[config.mk]
export PLATFORM = sky130hd
export DESIGN_NAME = multdiv_seq
export DESIGN_NICKNAME = d
export VERILOG_FILES = /design/src/rtl/multdiv_seq.sv
export SDC_FILE = /design/constraint.sdc
export NUM_CORES = 1
export LEC_CHECK = 0
export ABC_AREA = 1
export BUFFER_PORTS_ARGS = -buffer_cell sky130_fd_sc_hd__buf_2
export CORE_MARGIN = 5
export CORE_UTILIZATION = 47
export CTS_CLUSTER_SIZE = 16
export DETAILED_ROUTE_END_ITERATION = 10
export PLACE_DENSITY = 0.82
export SLEW_MARGIN = 30
export SYNTH_ARGS = -nofsm -noshare
export SYNTH_HDL_FRONTEND = slang
export SYNTH_SLANG_ARGS = --single-unit
[constraint.sdc]
create_clock -name Clk -period 2.5 [get_ports Clk]
set_clock_uncertainty 0.15 [all_clocks]
set_input_delay 0.5 -clock Clk [delete_from_list [all_inputs] [get_ports Clk]]
set_output_delay 0.5 -clock Clk [all_outputs]
set_load 0.02 [all_outputs]
[src/rtl/multdiv_seq.sv]
// Sequencer for the multicycle Booth-mult / restoring-div engine: latches operands, times the engine, captures HI/LO.
// Optional MULTDIV_ZERO_SHORTCUT_EN: mult with a zero operand bypasses the engine and returns 0 after 2 edges.
module multdiv_seq #(
  parameter int MULT_CYCLES = 33,
  parameter int DIV_CYCLES  = 33
) (
  input  logic        Clk,
  input  logic        Reset,
  input  logic        Start,
  input  logic        Op,
  input  logic [31:0] OpA,
  input  logic [31:0] OpB,
  input  logic        HiWrite,
  input  logic        LoWrite,
  input  logic [31:0] WData,
  input  logic [31:0] Eng_Hi,
  input  logic [31:0] Eng_Lo,
  output logic        Eng_Reset,
  output logic        Eng_Cntrl,
  output logic [31:0] Eng_A,
  output logic [31:0] Eng_B,
  output logic        Busy,
  output logic        Done,
  output logic        DivZero,
  output logic [31:0] HiOut,
  output logic [31:0] LoOut
);

  localparam int MAX_CYCLES = (MULT_CYCLES > DIV_CYCLES) ? MULT_CYCLES : DIV_CYCLES;
  localparam int CW         = $clog2(MAX_CYCLES) + 1;

  typedef enum logic [1:0] {IDLE, CLEAR, RUN, CAPTURE} state_t;

  state_t        state_q, state_d;
  logic [CW-1:0] count_q, count_d;
  logic [CW-1:0] last_count;
  logic [31:0]   hi_q, hi_d, lo_q, lo_d;
  logic [31:0]   eng_a_q, eng_a_d, eng_b_q, eng_b_d;
  logic          cntrl_q, cntrl_d;
  logic          done_q, done_d, divzero_q, divzero_d;
`ifdef MULTDIV_ZERO_SHORTCUT_EN
  logic          zero_q, zero_d;
`endif

  always_ff @(posedge Clk or negedge Reset) begin
    if (!Reset) begin
      state_q   <= IDLE;
      count_q   <= '0;
      hi_q      <= '0;
      lo_q      <= '0;
      eng_a_q   <= '0;
      eng_b_q   <= '0;
      cntrl_q   <= 1'b0;
      done_q    <= 1'b0;
      divzero_q <= 1'b0;
    end else begin
      state_q   <= state_d;
      count_q   <= count_d;
      hi_q      <= hi_d;
      lo_q      <= lo_d;
      eng_a_q   <= eng_a_d;
      eng_b_q   <= eng_b_d;
      cntrl_q   <= cntrl_d;
      done_q    <= done_d;
      divzero_q <= divzero_d;
    end
  end

`ifdef MULTDIV_ZERO_SHORTCUT_EN
  always_ff @(posedge Clk or negedge Reset) begin
    if (!Reset) zero_q <= 1'b0;
    else        zero_q <= zero_d;
  end
`endif

  always_comb begin
    state_d    = state_q;
    count_d    = count_q;
    hi_d       = hi_q;
    lo_d       = lo_q;
    eng_a_d    = eng_a_q;
    eng_b_d    = eng_b_q;
    cntrl_d    = cntrl_q;
    done_d     = 1'b0;
    divzero_d  = 1'b0;
`ifdef MULTDIV_ZERO_SHORTCUT_EN
    zero_d     = zero_q;
`endif
    last_count = cntrl_q ? CW'(DIV_CYCLES - 1) : CW'(MULT_CYCLES - 1);

    case (state_q)
      IDLE: begin
        if (HiWrite) hi_d = WData;
        if (LoWrite) lo_d = WData;
        if (Start) begin
          cntrl_d = Op;
          eng_a_d = OpA;
          eng_b_d = OpB;
          state_d = CLEAR;
`ifdef MULTDIV_ZERO_SHORTCUT_EN
          zero_d  = 1'b0;
          if (!Op && (OpA == '0 || OpB == '0)) begin
            zero_d  = 1'b1;
            state_d = CAPTURE;
          end
`endif
        end
      end
      CLEAR: begin
        // Engine has sampled operands under reset; reject divide-by-zero before it runs.
        if (cntrl_q && eng_b_q == '0) begin
          divzero_d = 1'b1;
          state_d   = IDLE;
        end else begin
          count_d = '0;
          state_d = RUN;
        end
      end
      RUN: begin
        count_d = count_q + 1'b1;
        if (count_q == last_count) state_d = CAPTURE;
      end
      CAPTURE: begin
        hi_d    = Eng_Hi;
        lo_d    = Eng_Lo;
`ifdef MULTDIV_ZERO_SHORTCUT_EN
        if (zero_q) begin
          hi_d = '0;
          lo_d = '0;
        end
`endif
        done_d  = 1'b1;
        state_d = IDLE;
      end
      default: state_d = IDLE;
    endcase
  end

  assign Eng_Reset = (state_q == IDLE) || (state_q == CLEAR);
  assign Eng_Cntrl = cntrl_q;
  assign Eng_A     = eng_a_q;
  assign Eng_B     = eng_b_q;
  assign Busy      = (state_q != IDLE);
  assign Done      = done_q;
  assign DivZero   = divzero_q;
  assign HiOut     = hi_q;
  assign LoOut     = lo_q;

endmodule

# ---- Word-level counts from Yosys, hierarchy flattened
# Index checks and enable logic that the tools add are counted.
dict set report totals {
  latchBits 0
  output_inout_bits 133
  mem_count 0
  word_cells 44
  romBits 0
  register_bits 140
  mem_bits_rw 0
  input_bits 166
}
dict set report op_classes {
  bitwise_logic 0
  shifts 0
  magnitude_cmp 0
  reduce_logical 12
  div 0
  multipliers 0
  n_eq_ne 9
  add_sub_neg 1
  muxes 13
}
# op n
set ops {}
lappend ops {{32-bit one-hot mux with 2 select lines} 2}
lappend ops {{32-bit 2-to-1 mux} 2}
lappend ops {{32-bit zero test} 1}
lappend ops {{7-bit one-hot mux with 2 select lines} 1}
lappend ops {{2-bit != test, second input constant} 5}
lappend ops {{2-bit AND reduction} 5}
lappend ops {{2-bit one-hot mux with 4 select lines} 1}
lappend ops {{7-bit by 1-bit adder with 7-bit output, second input constant} 1}
lappend ops {{7-bit by 6-bit == test with 1-bit output, second input constant} 1}
lappend ops {{7-bit 2-to-1 mux} 1}
lappend ops {{2-bit 2-to-1 mux} 3}
lappend ops {{2-bit nonzero test} 3}
lappend ops {{2-bit == test, second input constant} 2}
lappend ops {{1-bit 2-to-1 mux} 3}
lappend ops {{2-bit by 1-bit == test with 1-bit output, second input constant} 1}
lappend ops {{2-bit zero test} 1}
lappend ops {{1-bit logical AND} 1}
lappend ops {{1-bit logical OR} 1}

# ---- Depth between registers and ports, before layout
# Gate-level depths: netlist (run 1).
dict set report depth {
  ltp_word 4
  ltp_mapped 9
}

# ---- Worst setup path before layout (run 1)
# OpenSTA, ideal clock, no wires.
dict set report synth_path {
  kind {flip-flop to flip-flop}
  startpoint {register state_q[0]}
  endpoint {register eng_a_q[0] (netlist: Eng_A[0])}
  required_ps 2225
  path_slack_ps 1007
  n_path_buf 2
  synth_period_minus_slack_ps 1493
  stages_incl_launch_ff 6
  t_arrival_ps 1218
  path_cell_list {dfrtp_1 > nor2_2 > nand2_1 > buf_6 > buf_6 > mux2_4}
}
dict set report synth_between {
  elab_chain_cells 2
}
# element line_no
set synth_rtl {}
lappend synth_rtl {{start, declared} 34} ;# state_t state_q, state_d;
lappend synth_rtl {{start signal, assigned} 57} ;# state_q <= state_d;
lappend synth_rtl {{2-bit zero test} 91} ;# case (state_q)
lappend synth_rtl {{2-bit AND reduction (no source line)} n/a}
lappend synth_rtl {{end signal, assigned} 61} ;# eng_a_q <= eng_a_d;
lappend synth_rtl {{end, declared} 38} ;# logic [31:0] eng_a_q, eng_a_d, eng_b_q, eng_b_d;
# No other way between the ends.
# A chain may end at the register's enable or synchronous reset.

# ---- Worst setup path after layout (run 1)
dict set report layout_path {
  startpoint {register state_q[0]}
  endpoint {output port Busy}
}
dict set report layout_between {
  elab_chain_cells 1
}
# element line_no
set layout_rtl {}
lappend layout_rtl {{2-bit nonzero test} 143} ;# assign Busy = (state_q != IDLE);
lappend layout_rtl {{end, declared} 22} ;# output logic Busy,
# No other way between the ends.

==> results of run 1 <==
-- worst paths after layout --
| check | start | endpoint | slack (ns) |
|---|---|---|---|
| min in group asynchronous | Reset | Eng_B[15]$_DFFE_PN0P_ | 0.51 |
| max in group asynchronous | Reset | LoOut[24]$_DFFE_PN0P_ | 1.05 |
| worst min-delay path | OpA[9] | Eng_A[9]$_DFFE_PN0P_ | 0.16 |
| worst max-delay path | state_q[0]$_DFFE_PN0P_ | Busy | 0.56 |
| worst max register to register | flop | LoOut[6]$_DFFE_PN0P_ | 0.72 |
| worst min register to register | Eng_A[3]$_DFFE_PN0P_ | Eng_A[3]$_DFFE_PN0P_ | 0.35 |
-- per-layer routing --
metal	routed length [um]	vias to the layer above	GRT usage, %	share of wire, %
met5	0	-	0	0
met4	472	0	9.83	2.6
met3	1230	39	6.08	6.6
met2	9760	212	41.8	53
met1	7050	2549	28.0	38
li1	-	2523	-	-
-- kinds of logic (layout without fill, tap and decap cells) --
logic type | after synthesis | in the layout | synth area share (%)
DFF | 140 | 140 | 57.9
adders and majority gates | 2 | 2 | 0.413
buffers and inverters | 49 | 357 | 4.49
and+or+nand+nor | 248 | 248 | 16.2
AOI/OAI and AO/OA | 78 | 78 | 7.77
muxes | 57 | 57 | 13.3
-- repair_timing --
item                                   CTS  global route
endpoints found under the hold margin   53             0
hold buffers                             1             0
setup endpoints to repair                0             0
-- area by class of cell --
cell class,instances,area [um2]
inverters,18,67.6
clock inverters,13,119
fillers,1047,4330
multi-input cells,385,2290
clock buffers,19,443
flip-flops and latches,140,3500
well taps,172,215
repair buffers,307,1660
-- state kept, by name (all words and copies together) (netlist names), named ones only --
signal / flops
DivZero: 1
LoOut: 32
count_q: 7
Eng_A: 32
Eng_B: 32
Eng_Cntrl: 1
HiOut: 32
state_q: 1
Done: 1
-- critical path, stage by stage (launching register included) --
cell,delay (ns)
dfrtp_1,0.42
nor2_2,0.24
inv_1,0.06
buf_2,0.16
-- synth_stat cells --
library cell / instances
inv_1: 18
nor2_2: 1
nand3_1: 17
mux2_4: 43
nand2_2: 3
nand3b_1: 1
nor3_1: 3
ha_1: 2
o21ai_0: 3
buf_6: 6
nor4_1: 1
nand2_1: 123
buf_4: 6
a21oi_1: 11
nor2_1: 96
or2_2: 2
buf_2: 16
a31oi_1: 64
dfrtp_1: 140
and3_1: 1
clkbuf_1: 2
mux2_2: 14
buf_1: 1
-- report_power, final --
part           internal (W)  total (W)  switching (W)
clock network       0.00140    0.00236       0.000965
logic               0.00219    0.00563        0.00344
registers           0.00339    0.00410       0.000713
total               0.00698     0.0121        0.00512
-- through the flow --
step / area (um2) / hold slack (ns) / util [%]
after floorplan: 6050 / 0.0544 / -
after global placement: 7720 / 0.334 / 61.2
after detailed placement: 7720 / 0.339 / 61.2
after CTS: 8290 / 0.143 / 65.7
after global routing: 8290 / 0.140 / 65.7
final: 8290 / 0.163 / 65.7
==> results.toml, run 1 <==
[die]
core_area_um2 = 12600
rows = 41
io-pin-count = 299
die_h_um = 123
dieArea_um2 = 15200
die_x_um = 123
initial_core_util_pct = 48.0

[sta]
timing.slew.headroom_pct = 64.5
fin_crit_ns = 1.94
slew_viol_final = 0
worst_slack_ns = 0.559
finalSetupTns_ns = 0
min_period_over_period_pct = 77.7
worst_pin_slew_ns = 0.533
rsz0062_at_grt = "false"
fmax_ghz = 0.515
setup_viol = 0
hold_viol_final = 0

[setup_path]
endpoint_kind = "output pin"
critPathMaxFanout = 4
worstSetupPathType = "flop to output pin"
r2r_cells = 6
required_ns = 1.85
cp-start-kind = "flop"
critical_path_arrival_ns = 1.29

[min_path]
holdPathStages = 2
min_path_type = "primary input to flop"

[global_route]
antenna_found_initial = 0
grt_overflow = 0
grt_pass1_vias = 5386
grt_first_pass_wirelength_mm = 27.7
grt_max_degree = 65
grt_usage_pct = 23.9

[outcome]
status = "complete, no violations"

[layout]
mostFrequentLayoutCells = "297 x buf_2, 140 x dfrtp_1, 122 x nand2_1"
area_growth_pct = 36.9
fin_nets = 1037
layout_commonest_cell = "buf_2"
antenna_cells = 0
finalNonFillerCells = 1054
drive_gt1_share_pct = 45.6

[cts]
cts-buffers-inserted = 17
cts_root_buffer = "clkbuf_16"
cts_tree = "yes"
h-tree-depth = 4
clock_latency_ns = 0.41
numClockSinks = 140
postCtsSetupRepairBufs = 0
cts_resized = 0
clk_pin_slew_ns = 0.06
clk_path_buf_depth = 2

[pwr]
leakage_nw = 4.20
ir_worst_vdd_v = 0.000737
report.power.total_w = 0.0121
powerDensity_nw_per_um2 = 1460

[placed_design]
dp_hpwl_mm = 13.8
dp.cells = 1021
gp_congestion = 0.838
port_buffers = 298
dp_slack_ns = 0.728

[run]
drv_cap = 0

[routing]
drt_iter0_markers = 478
drc = 0
via_per_inst = 5.05
wl_per_cell_um = 17.6
dr_total_vias = 5323
drt_pass1_iterations = 5
ant_nets = 0
routed_wl_mm = 18.5

[logic_synthesis]
yosys-top-cells-area = "dfrtp_1 58%, mux2_4 11%, nand2_1 7.6%"
syn-instance-count = 574
avgSynthCellArea_um2 = 10.5
netlist_area_um2 = 6050
seq_area_frac_synth_pct = 57.9
yosysWarningCount = 0
synth_fp_nets = 742
synth_top_area_cell = "dfrtp_1"
synth_top_area_share_pct = 57.9
synth_cell_types = 23
synth_seq_cells = 140
Power figures use the tool's default switching activity.
==> run 2, diff against run 1 <==
--- a/config.mk
+++ b/config.mk
@@ -5,13 +5,13 @@
 export SDC_FILE = /design/constraint.sdc
 export NUM_CORES = 1
 export LEC_CHECK = 0
-export ABC_AREA = 1
+export ABC_AREA = 0
 export BUFFER_PORTS_ARGS = -buffer_cell sky130_fd_sc_hd__buf_2
 export CORE_MARGIN = 5
-export CORE_UTILIZATION = 47
+export CORE_UTILIZATION = 41
 export CTS_CLUSTER_SIZE = 16
 export DETAILED_ROUTE_END_ITERATION = 10
-export PLACE_DENSITY = 0.82
+export PLACE_DENSITY = 0.76
 export SLEW_MARGIN = 30
 export SYNTH_ARGS = -nofsm -noshare
 export SYNTH_HDL_FRONTEND = slang
==> constraint.sdc (replaced) <==
create_clock -name Clk -period 1.6 [get_ports Clk]
set_clock_uncertainty 0.15 [all_clocks]
set_input_delay 0.32 -clock Clk [delete_from_list [all_inputs] [get_ports Clk]]
set_output_delay 0.32 -clock Clk [all_outputs]
set_load 0.02 [all_outputs]
==> results.toml, run 2 <==
[outcome]
status = "finished with violations"
failed_checks = "negative setup slack"

[routing]
drt_pass1_iterations = 5
ant_nets = 0
via_per_inst = 5.37
wl_per_cell_um = 23.2
drt_iter0_markers = 334
drc = 0
routed_wl_mm = 27.3
dr_total_vias = 6329

[setup_path]
cp-start-kind = "flop"
rrSetupSlack_ns = -0.24
max_stage_delay_ns = 0.55
endpoint_kind = "flop"
cpMaxStageDelayCell = "or4_4"
critPathMaxFanout = 3
required_ns = 1.74
worstSetupPathType = "flop to flop"
cp_cell_sequence = "or4_4 -> nor3_4 -> a31oi_2 -> or2_1"
critical_path_arrival_ns = 1.98

[die]
initial_core_util_pct = 41.4
core_area_um2 = 14400
io-pin-count = 299
die_h_um = 131
dieArea_um2 = 17100
die_x_um = 131
rows = 44

[cts]
numClockSinks = 140
cts_tree = "yes"
cts-buffers-inserted = 17
clk_pin_slew_ns = 0.07
clock_latency_ns = 0.42
cts_root_buffer = "clkbuf_16"
clk_path_buf_depth = 2
h-tree-depth = 4

[layout]
finalNonFillerCells = 1179
fin_nets = 1148
area_growth_pct = 92.5
drive_gt1_share_pct = 68.7
layout_commonest_cell = "buf_2"
mostFrequentLayoutCells = "283 x buf_2, 137 x dfrtp_1, 68 x dlygate4sd3_1"
final_area_um2 = 11500

[sta]
fin_crit_ns = 1.84
worst_pin_slew_ns = 0.448
rsz0062_at_grt = "true"
slew_viol_final = 0
hold_viol_final = 0
worst_slack_ns = -0.240
timing.slew.headroom_pct = 70.1
min_period_over_period_pct = 115
fmax_ghz = 0.543
setup_viol = 133

[logic_synthesis]
synthArstFlopShare_pct = 100
yosysMostFrequentCell = "dfrtp_1"
netlist_area_um2 = 5970
synth_cell_types = 39
seq_area_frac_synth_pct = 58.7
synth_seq_cells = 140
synth_top_area_cell = "dfrtp_1"
avgSynthCellArea_um2 = 11.4
synthXorXnorAreaFrac_pct = 0.294
synth_edf_count = 0
muxShareOfSynthArea_pct = 12.3
synth_fp_nets = 691
yosys_most_used_dff = "dfrtp_1"
synth_common_cells = "140 x dfrtp_1, 74 x nand2_1, 67 x a21oi_1, 55 x mux2_2, 49 x o21ai_0"
syn-instance-count = 523
synth_top_family_by_area = "compound AO/OA/AOI/OAI gates"
synth_top_area_share_pct = 58.7
yosysWarningCount = 0
yosys.area_share.simple_pct = 11.2
synth_compound_area_share_pct = 12.9
synthAdderAreaFrac_pct = 0.419
yosys-top-cells-area = "dfrtp_1 59%, mux2_2 10%, a21oi_1 5.6%"

[pwr]
powerDensity_nw_per_um2 = 2200
leakage_nw = 5.66
ir_worst_vdd_v = 0.00148

[global_route]
grt_pass1_vias = 6481
antenna_found_initial = 0
grt_first_pass_wirelength_mm = 34.8
grt_overflow = 0
grt_usage_pct = 27.1
grt_max_degree = 79

[placed_design]
gp_congestion = 0.828
placed_area_um2 = 8060
port_buffers = 298
dp_hpwl_mm = 12.7
dp.cells = 1015

[run]
drv_cap = 0

[min_path]
min_path_type = "primary input to flop"
## run 2: cell count changes in the layout (fill, tap and decap cells not counted), sizes merged, moves of 58 or more
cell         delta
nor2           -93
buf            +86
dlygate4sd3    +67
o21ai          +65
a31oi          -62
a21oi          +58
## run 2: final timing paths
check                                            from                         end  cells past startpoint
worst max register to register   Eng_B[6]$_DFFE_PN0P_                        flop                      4
worst min register to register  LoOut[21]$_DFFE_PN0P_       LoOut[21]$_DFFE_PN0P_                      2
min in group asynchronous                       Reset       HiOut[10]$_DFFE_PN0P_                      2
max in group asynchronous                       Reset  asynchronous set/reset pin                      3
worst min-delay path                       Eng_Hi[15]       HiOut[15]$_DFFE_PN0P_                      3
worst max-delay path             Eng_B[6]$_DFFE_PN0P_                        flop                      4
## run 2: final cells by class
cell class / instances / area [um2]
Inverter: 4 / 17.5
Clock buffer: 18 / 439
Tap cell: 184 / 230
Timing Repair Buffer: 467 / 3730
Antenna cell: 2 / 5.00
Fill cell: 782 / 2940
Multi-Input combinational cell: 350 / 3450
Clock inverter: 14 / 113
Sequential cell: 140 / 3510
## run 2: per-layer routing
metal	routed length [um]	up-vias	GRT usage [%]
met2	14400	315	46.7
met5	0	-	0
met4	1030	0	13.2
met1	10100	3163	31.4
met3	1890	92	7.24
li1	-	2759	-
## run 2: cell families (layout without fill, tap and decap cells)
kind of cell               after synthesis  after routing
and+or+nand+nor                        133            136
AOI/OAI and AO/OA                      145            145
DFF                                    140            140
adders and majority gates                2              2
other                                    0              2
xor gates and xnor gates                 2              2
buffers and inverters                   36            503
muxes                                   65             65
## run 2: power by group
part	internal, W	total [W]	switching, W
Sequential	0.00528	0.00681	0.00152
Clock	0.00205	0.00374	0.00169
Combinational	0.00704	0.0147	0.00770
Total	0.0144	0.0253	0.0109
## run 2: through the flow
stage / setup slack [ns] / utilization (%) / setup TNS [ns] / hold slack [ns] / power [W]
floorplan: -0.146 / - / -6.82 / -0.126 / 0.0121
global placement: -0.114 / 55.9 / -0.925 / -0.0358 / 0.0152
detailed placement: -0.138 / 55.9 / -2.31 / -0.0356 / 0.0155
CTS: -0.157 / 72.7 / -9.20 / 0.000931 / 0.0227
global route: -0.297 / 79.6 / -16.81 / 0.00635 / 0.0262
finish: -0.240 / 79.6 / -12.03 / 0.00122 / 0.0253
## run 2: what timing repair did
item	CTS	global route
gates cloned	21	8
setup endpoints to repair	70	150
endpoints found under the hold margin	205	2
hold buffers	66	2
gates resized for setup	173	232
buffers inserted	28	18
pin swaps	48	65
## run 2: critical path, delay by kind of cell, from the launching register on
kind | cells | cell delay [ns]
flip-flops | 1 | 0.41
AO/OA/AOI/OAI | 1 | 0.15
AND/OR/NAND/NOR | 3 | 1.00
==> run 3, diff against run 2 <==
==> constraint.sdc (replaced) <==
create_clock -name Clk -period 1.6 [get_ports Clk]
set_clock_uncertainty 0.15 [all_clocks]
set_input_delay 0.16 -clock Clk [delete_from_list [all_inputs] [get_ports Clk]]
set_output_delay 0.16 -clock Clk [all_outputs]
set_load 0.02 [all_outputs]
==> results.toml, run 3 (synthesis results as in run 2) <==
[outcome]
status = "finished with violations"
failed_checks = "negative setup slack"

[sta]
worst_slack_ns = -0.239
worst_pin_slew_ns = 0.381
finalSetupTns_ns = -7.43
setup_viol = 82
fin_crit_ns = 1.84
hold_ws_ns = 0.0356
hold_viol_final = 0
rsz0062_at_grt = "true"
min_period_over_period_pct = 115
slew_viol_final = 0
fmax_ghz = 0.544
timing.slew.headroom_pct = 74.6

[global_route]
grt_first_pass_wirelength_mm = 32.6
grt_pass1_vias = 6420
grt_max_degree = 65
grt_overflow = 0
antenna_found_initial = 2
grt_usage_pct = 24.9

[cts]
clk_pin_slew_ns = 0.07
cts-buffers-inserted = 17
clock_latency_ns = 0.42
clk_path_buf_depth = 2
cts_root_buffer = "clkbuf_16"
cts_tree = "yes"
h-tree-depth = 4
numClockSinks = 140

[placed_design]
dp_hpwl_mm = 13.1
port_buffers = 298
gp_congestion = 0.805
dp_slack_ns = -0.188

[setup_path]
cp_num_cells = 4
cp_cell_sequence = "nor4_1 -> and4_1 -> a31oi_2 -> or2_1"
cp-start-kind = "flop"
critPathMaxFanout = 3
worstSetupPathType = "flop to flop"
max_stage_delay_ns = 0.41
endpoint_kind = "flop"
required_ns = 1.74
r2r_cells = 4
cp_top_family = "simple AND/OR/NAND/NOR gates"
critical_path_arrival_ns = 1.98
path_buf_inv = 0
cpMaxStageDelayCell = "dfrtp_1"

[run]
drv_cap = 0

[layout]
fin_util_pct = 77.0
area_growth_pct = 86.2
layout_commonest_cell = "buf_2"
drive_gt1_share_pct = 54.1
mostFrequentLayoutCells = "296 x buf_2, 137 x dfrtp_1, 131 x dlygate4sd3_1"
fin_nets = 1184

[routing]
ant_nets = 0
wl_per_cell_um = 20.8
drt_pass1_iterations = 4
drt_iter0_markers = 310
routed_wl_mm = 25.3
drc = 0
dr_total_vias = 6221
via_per_inst = 5.12

[pwr]
p_clk_share_pct = 18.6
p_sw_share_pct = 40.7
seqPwrFrac_pct = 28.3
ir_worst_vdd_v = 0.00151
leakage_nw = 5.48
combPwrFrac_pct = 53.1
powerDensity_nw_per_um2 = 2100
report.power.total_w = 0.0233
p_int_w = 0.0138
p_switching_w = 0.00950

[die]
dieArea_um2 = 17100
core_area_um2 = 14400
die_h_um = 131
rows = 44
io-pin-count = 299
initial_core_util_pct = 41.4
die_x_um = 131

[min_path]
holdPathStages = 4
min_path_type = "primary input to flop"
-- run 3: tightest hold or removal path, stage by stage --
cell and delay [ns]:
buf_2 0.07, nor2b_1 0.16, a21oi_1 0.06, o21ai_1 0.10
-- run 3: power by group through the flow --
stage	Sequential [W]	Combinational (W)	Clock, W
after global placement	0.00622	0.00905	0
after detailed placement	0.00631	0.00923	0
after global routing	0.00678	0.0130	0.00456
final	0.00660	0.0124	0.00434
after floorplan	0.00831	0.00382	0
after CTS	0.00629	0.00999	0.00436
-- run 3: repair_timing --
item	CTS	global route
hold buffers	131	0
buffers inserted	2	15
pin swaps	2	43
cloned	5	14
endpoints found under the hold margin	270	0
endpoints found under the setup margin	32	139
gates resized for setup	4	166
-- run 3: metal layers --
metal	vias to the layer above	part of all wire (%)	track usage [%]
met5	-	0	0
met4	0	4.3	13.7
met3	97	6.8	6.18
met2	303	52	43.4
met1	2998	36	27.8
li1	2823	-	-
-- run 3: path summary, 6_finish.rpt --
check,slack (ns),endpoint,start
worst min-delay path,0.04,LoOut[6]$_DFFE_PN0P_,WData[6]
worst max-delay path,-0.24,flop,Eng_B[0]$_DFFE_PN0P_
max in group asynchronous,0.71,Eng_B[6]$_DFFE_PN0P_,Reset
worst max register to register,-0.24,flop,Eng_B[0]$_DFFE_PN0P_
min in group asynchronous,0.09,HiOut[10]$_DFFE_PN0P_,Reset
worst min register to register,0.33,HiOut[17]$_DFFE_PN0P_,HiOut[17]$_DFFE_PN0P_
-- run 3: through the flow --
stage | instances | instance area (um2)
finish | 1215 | 11100
global route | 1214 | 11100
CTS | 1186 | 10200
detailed placement | 1017 | 8110
global placement | 1017 | 8110
floorplan | 523 | 6190
-- run 3: final cells by class --
| type | count | area (um2) |
|---|---|---|
| clock inverter | 13 | 215 |
| multi-input combinational | 348 | 2790 |
| fill | 863 | 3310 |
| sequential | 140 | 3510 |
| antenna | 3 | 7.51 |
| clock buffer | 18 | 429 |
| timing repair buffer | 505 | 3920 |
| tap | 184 | 230 |
| inverter | 4 | 17.5 |
